### config.mk
export PLATFORM = sky130hd
export DESIGN_NAME = fetch_unit
export DESIGN_NICKNAME = d
export VERILOG_FILES = /design/src/rtl/fetch_pkg.sv /design/src/rtl/fetch_fifo.sv /design/src/rtl/fetch_unit.sv
export SDC_FILE = /design/constraint.sdc
export NUM_CORES = 1
export LEC_CHECK = 0
export CAP_MARGIN = 20
export CORE_ASPECT_RATIO = 0.5
export CORE_MARGIN = 4
export CORE_UTILIZATION = 49
export CTS_CLUSTER_SIZE = 40
export DETAILED_ROUTE_END_ITERATION = 16
export PLACE_DENSITY_LB_ADDON = 0.25
export RECOVER_POWER = 25
export SYNTH_ARGS = -nofsm -noshare
export SYNTH_HDL_FRONTEND = slang
export SYNTH_SLANG_ARGS = --single-unit
### constraint.sdc
create_clock -name clk -period 4.62 [get_ports clk]
set_input_delay 0.693 -clock clk [delete_from_list [all_inputs] [get_ports clk]]
set_output_delay 0.693 -clock clk [all_outputs]
set_load 0.03 [all_outputs]
### src/rtl/fetch_pkg.sv
// Shared types and constants for the instruction-fetch stage.
package fetch_pkg;

    localparam int unsigned XLEN = 32;
    localparam logic [XLEN-1:0] NOP_INSTR = 32'h0000_0013;

    typedef struct packed {
        logic [XLEN-1:0] pc;
        logic [XLEN-1:0] instr;
    } fetch_entry_t;

endpackage

### src/rtl/fetch_fifo.sv
// Response buffer of {pc, instr} entries plus the PC tag queue for in-flight requests.
module fetch_fifo
    import fetch_pkg::*;
#(
    parameter int unsigned DEPTH = 2,
    localparam int unsigned CW = $clog2(DEPTH) + 1
) (
    input  logic            clk,
    input  logic            rst_n,
    input  logic            push,
    input  logic            pop,
    input  logic            clear,
    input  fetch_entry_t    wdata,
    output fetch_entry_t    rdata,
    output logic [CW-1:0]   count,
    output logic            full,
    output logic            empty,
    input  logic            tag_push,
    input  logic [XLEN-1:0] tag_wdata,
    input  logic            tag_pop,
    output logic [XLEN-1:0] tag_rdata
);

    localparam int unsigned AW = $clog2(DEPTH);

    fetch_entry_t    mem     [DEPTH];
    logic [XLEN-1:0] tag_mem [DEPTH];
    logic [AW-1:0]   wr_ptr;
    logic [AW-1:0]   rd_ptr;
    logic [AW-1:0]   tag_wr_ptr;
    logic [AW-1:0]   tag_rd_ptr;

    assign rdata     = mem[rd_ptr];
    assign tag_rdata = tag_mem[tag_rd_ptr];
    assign full      = (count == CW'(DEPTH));
    assign empty     = (count == '0);

    // Response FIFO pointers and occupancy; clear drops all buffered entries.
    always_ff @(posedge clk or negedge rst_n) begin
        if (!rst_n) begin
            wr_ptr <= '0;
            rd_ptr <= '0;
            count  <= '0;
        end else if (clear) begin
            wr_ptr <= '0;
            rd_ptr <= '0;
            count  <= '0;
        end else begin
            if (push) wr_ptr <= wr_ptr + AW'(1);
            if (pop)  rd_ptr <= rd_ptr + AW'(1);
            count <= count + CW'(push) - CW'(pop);
        end
    end

    // Tag queue pointers; stale requests still return, so clear does not touch these.
    always_ff @(posedge clk or negedge rst_n) begin
        if (!rst_n) begin
            tag_wr_ptr <= '0;
            tag_rd_ptr <= '0;
        end else begin
            if (tag_push) tag_wr_ptr <= tag_wr_ptr + AW'(1);
            if (tag_pop)  tag_rd_ptr <= tag_rd_ptr + AW'(1);
        end
    end

    // Storage arrays, no reset needed.
    always_ff @(posedge clk) begin
        if (push && !clear) mem[wr_ptr] <= wdata;
        if (tag_push)       tag_mem[tag_wr_ptr] <= tag_wdata;
    end

endmodule

### src/rtl/fetch_unit.sv
// RV32I fetch stage: PC, credit-gated imem requests, response buffering and IF/ID register.
module fetch_unit
    import fetch_pkg::*;
#(
    parameter logic [31:0] RESET_PC = 32'h0000_0000,
    parameter int unsigned DEPTH    = 2
) (
    input  logic        clk,
    input  logic        rst_n,
    output logic        imem_req_valid,
    input  logic        imem_req_ready,
    output logic [31:0] imem_req_addr,
    input  logic        imem_rsp_valid,
    input  logic [31:0] imem_rsp_data,
    input  logic        StallD,
    input  logic        FlushD,
    input  logic        PCSrcE,
    input  logic [31:0] PCTargetE,
    output logic [31:0] InstrD,
    output logic [31:0] PCD,
    output logic [31:0] PCPlus4D,
    output logic        ValidD
);

    localparam int unsigned CW = $clog2(DEPTH) + 1;
    localparam int unsigned SW = CW + 1;

    logic [XLEN-1:0] pc;
    logic [CW-1:0]   inflight;
    logic [CW-1:0]   inflight_next;
    logic [CW-1:0]   discard;
    logic [CW-1:0]   fifo_count;
    logic [SW-1:0]   credit_used;
    logic            fire;
    logic            rsp_live;
    logic            rsp_drop;
    logic            bypass;
    logic            fifo_push;
    logic            fifo_pop;
    logic            fifo_full;
    logic            fifo_empty;
    fetch_entry_t    fifo_wdata;
    fetch_entry_t    fifo_rdata;
    logic [XLEN-1:0] rsp_tag;

    // Request side: outstanding plus buffered responses never exceed DEPTH.
    assign credit_used    = {1'b0, inflight} + {1'b0, fifo_count};
    assign imem_req_valid = !PCSrcE && (credit_used < SW'(DEPTH));
    assign imem_req_addr  = pc;
    assign fire           = imem_req_valid && imem_req_ready;
    assign inflight_next  = inflight + CW'(fire) - CW'(imem_rsp_valid);

    // Response side: stale responses are dropped, live ones bypass or get buffered.
    assign rsp_live   = imem_rsp_valid && (discard == '0);
    assign rsp_drop   = imem_rsp_valid && (discard != '0);
    assign bypass     = fifo_empty && rsp_live && !StallD && !FlushD && !PCSrcE;
    assign fifo_push  = rsp_live && !PCSrcE && !bypass;
    assign fifo_pop   = !fifo_empty && !PCSrcE && !FlushD && !StallD;
    assign fifo_wdata = '{pc: rsp_tag, instr: imem_rsp_data};

    fetch_fifo #(.DEPTH(DEPTH)) u_fifo (
        .clk       (clk),
        .rst_n     (rst_n),
        .push      (fifo_push),
        .pop       (fifo_pop),
        .clear     (PCSrcE),
        .wdata     (fifo_wdata),
        .rdata     (fifo_rdata),
        .count     (fifo_count),
        .full      (fifo_full),
        .empty     (fifo_empty),
        .tag_push  (fire),
        .tag_wdata (pc),
        .tag_pop   (imem_rsp_valid),
        .tag_rdata (rsp_tag)
    );

    // PC, in-flight and discard counters; a redirect marks every outstanding response stale.
    always_ff @(posedge clk or negedge rst_n) begin
        if (!rst_n) begin
            pc       <= RESET_PC;
            inflight <= '0;
            discard  <= '0;
        end else begin
            inflight <= inflight_next;
            if (PCSrcE) begin
                pc      <= PCTargetE;
                discard <= inflight_next;
            end else begin
                if (fire)     pc      <= pc + XLEN'(4);
                if (rsp_drop) discard <= discard - CW'(1);
            end
        end
    end

    // IF/ID register: squash, hold, drain buffer, bypass, else bubble (PCD holds on bubble).
    always_ff @(posedge clk or negedge rst_n) begin
        if (!rst_n) begin
            InstrD   <= NOP_INSTR;
            PCD      <= '0;
            PCPlus4D <= '0;
            ValidD   <= 1'b0;
        end else if (PCSrcE || FlushD) begin
            InstrD <= NOP_INSTR;
            ValidD <= 1'b0;
        end else if (StallD) begin
            ValidD <= ValidD;
        end else if (!fifo_empty) begin
            InstrD   <= fifo_rdata.instr;
            PCD      <= fifo_rdata.pc;
            PCPlus4D <= fifo_rdata.pc + XLEN'(4);
            ValidD   <= 1'b1;
        end else if (rsp_live) begin
            InstrD   <= imem_rsp_data;
            PCD      <= rsp_tag;
            PCPlus4D <= rsp_tag + XLEN'(4);
            ValidD   <= 1'b1;
        end else begin
            InstrD <= NOP_INSTR;
            ValidD <= 1'b0;
        end
    end

    // Memory protocol sanity: no orphan responses, no push into a full buffer.
    assert property (@(posedge clk) disable iff (!rst_n) !(imem_rsp_valid && (inflight == '0)));
    assert property (@(posedge clk) disable iff (!rst_n) !(fifo_push && fifo_full && !fifo_pop));

endmodule

==> results of run 1 <==
[critical path: stages, from the launching register on]
cell and delay [ns]:
dfrtp_1 0.41, and2_1 0.16, fa_1 0.47, nor3b_1 0.71, nand2b_1 0.31, ha_1 0.38, inv_1 0.05, ha_1 0.18
xnor2_1 0.21, xnor2_1 0.20, nand2_1 0.08, o21ai_0 0.10
[cells in the mapped netlist (all sizes together) (8+ instances only)]
cell type,count
a21oi,16
xor2,25
nand3,27
buf,22
clkbuf,33
nor3,10
o21ai,114
mux2i,62
inv,13
edfxtp,192
mux2,55
a22oi,29
xnor2,41
nor2,45
nand4,10
dfrtp,134
nand2,179
nand3b,8
[final cells by class]
class	count	area, sq um
clock inverter	10	178.9
tap	382	478.0
inverter	13	48.80
multi-input combinational	678	4422
clock buffer	44	842.1
sequential	329	9201
timing repair buffer	219	2147
fill	2185	10550
[registers in the layout, indices dropped and copies added, names as in the netlist]
name / cells
InstrD: 32
u_fifo.tag_wr_ptr: 1
u_fifo.tag_rd_ptr: 1
imem_req_addr: 32
discard: 2
inflight: 2
PCPlus4D: 30
u_fifo.count: 2
ValidD: 1
u_fifo.tag_mem: 64
PCD: 32
u_fifo.mem: 128
u_fifo.rd_ptr: 1
u_fifo.wr_ptr: 1
[cell usage in the layout (no fill, tap or decap), types with 9 or more instances in the layout]
| cell | n |
|---|---|
| mux2_2 | 55 |
| nand4_1 | 9 |
| xnor2_1 | 41 |
| a22oi_1 | 29 |
| clkbuf_16 | 29 |
| inv_1 | 13 |
| xor2_1 | 25 |
| nand3_1 | 27 |
| dfrtp_1 | 133 |
| buf_4 | 18 |
| nand2_1 | 179 |
| clkbuf_1 | 9 |
| edfxtp_1 | 192 |
| o21ai_0 | 108 |
| a21oi_1 | 15 |
| clkdlybuf4s50_1 | 166 |
| dlygate4sd3_1 | 32 |
| mux2i_1 | 60 |
| nor2_1 | 41 |
[cells by family (layout without fill, tap and decap cells)]
logic type | after synthesis | count (layout) | synth area share
compound gates | 174 | 174 | 0.07299
xor+xnor | 66 | 66 | 0.04148
fa+ha+maj | 8 | 8 | 0.007721
buf+inv | 68 | 286 | 0.02460
flops | 329 | 329 | 0.6600
mux | 117 | 117 | 0.09014
simple gates | 313 | 313 | 0.1031
[how the worst max path moves through the flow]
stage / slack, ns / end / cells past startpoint
after floorplan: 1.19 / u_fifo.mem[0][0]$_DFFE_PP_ / 6
after global placement: 1.36 / discard[1]$_DFFE_PN0P_ / 10
after detailed placement: 1.19 / discard[1]$_DFFE_PN0P_ / 10
after CTS: 1.26 / discard[1]$_DFFE_PN0P_ / 11
after global routing: 1.01 / discard[1]$_DFFE_PN0P_ / 11
final: 1.29 / discard[1]$_DFFE_PN0P_ / 11
[where the power goes]
part	leakage [uW]	internal (uW)	switching, uW	total, uW
logic	0.00237	1150	1810	2960
clock network	0.000502	1540	1040	2580
registers	0.00348	3680	350	4030
[layer usage]
metal	global-route usage	part of all wire	vias up
li1	-	-	4252
met1	0.3001	0.44	4444
met2	0.3382	0.47	242
met3	0.04048	0.066	45
met4	0.04665	0.023	0
met5	0	0	-
[metrics by stage]
stage | total power (uW) | util | cell area [sq um] | std cells | hold slack [ns]
floorplan | 5813 | - | 13940 | 1075 | 0.3974
global placement | 6984 | 0.5850 | 16300 | 1621 | 0.4602
detailed placement | 7052 | 0.5850 | 16300 | 1621 | 0.4652
CTS | 9640 | 0.6216 | 17320 | 1675 | 0.2230
global route | 10010 | 0.6214 | 17320 | 1675 | 0.4151
finish | 9566 | 0.6214 | 17320 | 1675 | 0.4379
==> impl_metrics.json, run 1 <==
{
  "outcome": "finished with violations",
  "violations": "max-capacitance violations, max-slew violations",
  "crit-reg2reg-launch": "u_fifo.count[0]$_DFF_PN0_",
  "reg2reg_setup_slack_ns": 1.29,
  "netlist.area_leader.share": 0.4137,
  "clockRootBuffer": "clkbuf_16",
  "reg2reg_to": "discard[1]$_DFFE_PN0P_",
  "grt_max_degree": 86,
  "core-area_sq_mm": 0.02787,
  "num_vias": 8983,
  "finish.net_count": 1349,
  "syn-num-nets": 1154,
  "postCtsResizedCells": 0,
  "grt_pass1_vias": 9037,
  "final_max_slew_viol_count": 86,
  "fmax_ghz": 0.3005,
  "rsz0062_at_grt": "no",
  "wire_per_inst_um": 19.73,
  "diodes": 0,
  "synth.distinct_cells": 55,
  "crit_type": "flip-flop to flip-flop",
  "finalHoldViolations": 0,
  "viasPerCell": 5.363,
  "yosys_warnings": 0,
  "slew_headroom": -0.5661,
  "ant_nets": 0,
  "first_pass_iters": 5,
  "wirelength_um": 33050,
  "skew_ns": 0.01758,
  "synth-edff-count": 192,
  "yosysSeqAreaShare": 0.6600,
  "antenna_found_initial": 0,
  "die_height_um": 127.3,
  "r2r_cells": 11,
  "die_area_sq_mm": 0.03137,
  "preCtsSetupSlack_ns": 1.192,
  "async_flop_share": 0.4164,
  "cts.sinks": 329,
  "row_count": 43,
  "drc_errors": 0,
  "numCtsBuffers": 29,
  "leakage_uw": 0.006357,
  "postCtsSetupRepairBufs": 0,
  "setup_slack_ns": 1.293,
  "min_path_cells": 2,
  "drive_gt1_frac": 0.1121,
  "cts_tree": "yes",
  "max-clock-path-buffers": 3,
  "final.period_utilization": 0.7202,
  "worstMarginPinSlew_ns": 2.349,
  "clock_latency_ns": 0.56,
  "p_per_area_mw_per_mm2": 552.4,
  "start_util": 0.5000,
  "yosysTopAreaCell": "edfxtp_1",
  "period_needed_ns": 3.327,
  "synth.area.top_cells": "edfxtp_1 41%, dfrtp_1 24%, nand2_1 4.8%",
  "htree_levels": 1,
  "syn-instance-count": 1075,
  "arrival_ns": 3.79,
  "synth.avg_cell_area_sq_um": 12.96,
  "critPathRequiredTime_ns": 5.08,
  "synth_area_sq_mm": 0.01394,
  "ys.flop_type": "edfxtp_1",
  "hp-class": "input port to flip-flop",
  "place_hpwl_um": 23040,
  "hold_path_startpoint": "PCSrcE",
  "ys_ff_latch": 329,
  "peakVddDrop_mv": 0.3037,
  "setup_viol": 0,
  "syn2layout_area_growth_pct": 24.27,
  "cts.clk_slew.worst_paths_ns": 0.06,
  "critPathCaptureType": "flip-flop",
  "groute.usage.overall": 0.2096,
  "port_buffers": 200,
  "cap_violations": 1,
  "startpoint": "u_fifo.count[0]$_DFF_PN0_",
  "grt_overflow_total": 0,
  "fp.dieW_um": 246.5,
  "gp_congestion": 0.8437,
  "dr.first_iter.drc_count": 716,
  "crit_path_start_kind": "flip-flop",
  "grt_pass1_wl_um": 51390,
  "min_to": "u_fifo.rd_ptr$_DFFE_PN0P_",
  "io_pins": 201,
  "postCtsHoldBufs": 0,
  "fin_tns_setup_ns": 0,
  "path_max_fanout": 6
}
(Power assumes the default switching activity.)
==> run 2, diff against run 1 <==
- CORE_UTILIZATION: 49 -> 55
- clock period: 4.62 -> 3.2 ns (I/O delays scaled with it)
==> run 2 against run 1 <==
The run still ends with max-capacitance violations, max-slew violations left. Cell area grew 0.91%. Global-route usage up 2.8 points. Clock power increased by 46%. Power rose by 46%. Die area is 10% lower. Register-to-register slack got worse by 1.1 ns. Routed wire length is 0.17% higher. Hold slack worse by 0.12 ns. Critical endpoint is now imem_req_valid.
==> impl_metrics.json, run 2 (synthesized netlist as in run 1, its figures left out) <==
{
  "cts.clk_slew.worst_paths_ns": 0.07,
  "crit_type": "flip-flop to primary output",
  "slew_headroom": -0.4276,
  "grt_pass1_wl_um": 52210,
  "num-fill-cells": 1668,
  "layout_commonest_cell": "edfxtp_1",
  "period_needed_ns": 3.123,
  "critPathCaptureType": "primary output",
  "cts.sinks": 329,
  "finalPower_uw": 13970,
  "final_cell_mix": "192 x edfxtp_1, 179 x nand2_1, 166 x clkdlybuf4s50_1",
  "io_pins": 201,
  "final_max_slew_viol_count": 79,
  "die_area_sq_mm": 0.02810,
  "rsz0062_at_grt": "yes",
  "fmax_ghz": 0.3202,
  "antenna_found_initial": 2,
  "port_buffers": 200,
  "final.period_utilization": 0.9760,
  "core-area_sq_mm": 0.02447,
  "num_vias": 9178,
  "p_per_area_mw_per_mm2": 799.4,
  "hp-class": "input port to flip-flop",
  "drc_errors": 0,
  "crit_path_start_kind": "flip-flop",
  "postCtsResizedCells": 0,
  "place_hpwl_um": 23390,
  "final_area_sq_mm": 0.01748,
  "row_count": 40,
  "outcome": "finished with violations",
  "path_max_fanout": 4,
  "largest-register": "u_fifo.mem",
  "skew_ns": 0.01601,
  "die_height_um": 120.6,
  "first_pass_iters": 6,
  "largest_register_ff_count": 128,
  "reg2reg_setup_slack_ns": 0.24,
  "setup_viol": 0,
  "finish.net_count": 1358,
  "viasPerCell": 5.600,
  "critPathRequiredTime_ns": 2.72,
  "postCtsSetupRepairBufs": 0,
  "ant_nets": 0,
  "arrival_ns": 2.64,
  "wire_per_inst_um": 20.20,
  "groute.usage.overall": 0.2375,
  "clock_latency_ns": 0.55,
  "drive_gt1_frac": 0.1221,
  "numCtsBuffers": 29,
  "peakVddDrop_mv": 0.4340,
  "htree_levels": 1,
  "post-route-util": 0.7141,
  "grt_overflow_total": 0,
  "syn2layout_area_growth_pct": 25.40,
  "violations": "max-capacitance violations, max-slew violations",
  "wirelength_um": 33100,
  "cap_violations": 1,
  "worstMarginPinSlew_ns": 2.141,
  "dr.first_iter.drc_count": 857,
  "grt_max_degree": 99,
  "max-clock-path-buffers": 3,
  "fp.dieW_um": 233.1,
  "leakage_uw": 0.006445,
  "placed_area_sq_mm": 0.01643,
  "hold_ws_ns": 0.3143,
  "gp_congestion": 0.8836,
  "cts_tree": "yes",
  "reg_top3": "u_fifo.mem: 128 flops, u_fifo.tag_mem: 64 flops",
  "grt_pass1_vias": 9264,
  "clockRootBuffer": "clkbuf_16",
  "start_util": 0.5694,
  "finalHoldViolations": 0
}
-- run 2: cell types whose count changed in the layout (fill, tap and decap cells not counted), moves of 2 or more --
cell        previous run  this run
clkinv_4               0         4
clkinvlp_4             0         2
inv_4                  0         2
buf_12                 1         9
clkinv_1               0         2
clkbuf_1               9         1
clkbuf_8               6         2
inv_6                  1         3
-- run 2: critical path, cell delays in order (launching register included) --
cell and delay [ns]:
dfrtp_1 0.41, and2_1 0.16, fa_1 0.46, nor3_1 0.31
clkdlybuf4s50_1 0.74
-- run 2: report_power, final --
group,leakage (uW),internal (uW),switching [uW]
Combinational,0.00245,1720,2680
Clock,0.000510,2180,1590
Sequential,0.00348,5310,490
Total,0.00644,9210,4760
-- run 2: what timing repair did --
action,in CTS,in global routing
setup endpoints to repair,0,1
hold buffers,1,0
hold endpoints to repair,32,0
-- run 2: worst paths after layout --
path / from / end / depth (start not counted)
max: u_fifo.count[0]$_DFF_PN0_ / imem_req_valid / 4
min: PCSrcE / u_fifo.rd_ptr$_DFFE_PN0P_ / 2
max reg2reg: u_fifo.count[0]$_DFF_PN0_ / imem_req_addr[21]$_DFFE_PN0P_ / 10
min reg2reg: PCD[8]$_DFFE_PN0P_ / PCD[8]$_DFFE_PN0P_ / 2
max in group asynchronous: rst_n / u_fifo.rd_ptr$_DFFE_PN0P_ / 2
min in group asynchronous: rst_n / imem_req_addr[4]$_DFFE_PN0P_ / 2
-- run 2: cell type report --
type	count	area [sq um]	area share
repair buffers	228	2337	0.1337
clock inverters	21	261.5	0.01496
inverters	13	48.80	0.002792
well taps	336	420.4	0.02406
clock buffers	33	782.0	0.04475
multi-input cells	678	4422	0.2530
diodes	1	2.502	0.0001432
flip-flops and latches	329	9201	0.5265
-- run 2: stage by stage --
step | setup slack, ns | TNS, ns | std cells
6_report | 0.07674 | 0 | 1639
5_1_grt | -0.004468 | -0.004468 | 1639
4_1_cts | 0.04784 | 0 | 1638
3_5_place_dp | 0.2027 | 0 | 1583
3_3_place_gp | 0.2678 | 0 | 1582
2_1_floorplan | -0.1479 | -9.467 | 1075
-- run 2: layer usage --
metal | vias up | part of all wire | GRT usage
li1 | 4279 | - | -
met1 | 4496 | 0.45 | 0.3562
met2 | 350 | 0.46 | 0.3640
met3 | 51 | 0.069 | 0.04237
met4 | 2 | 0.024 | 0.05891
met5 | - | 0.00030 | 0
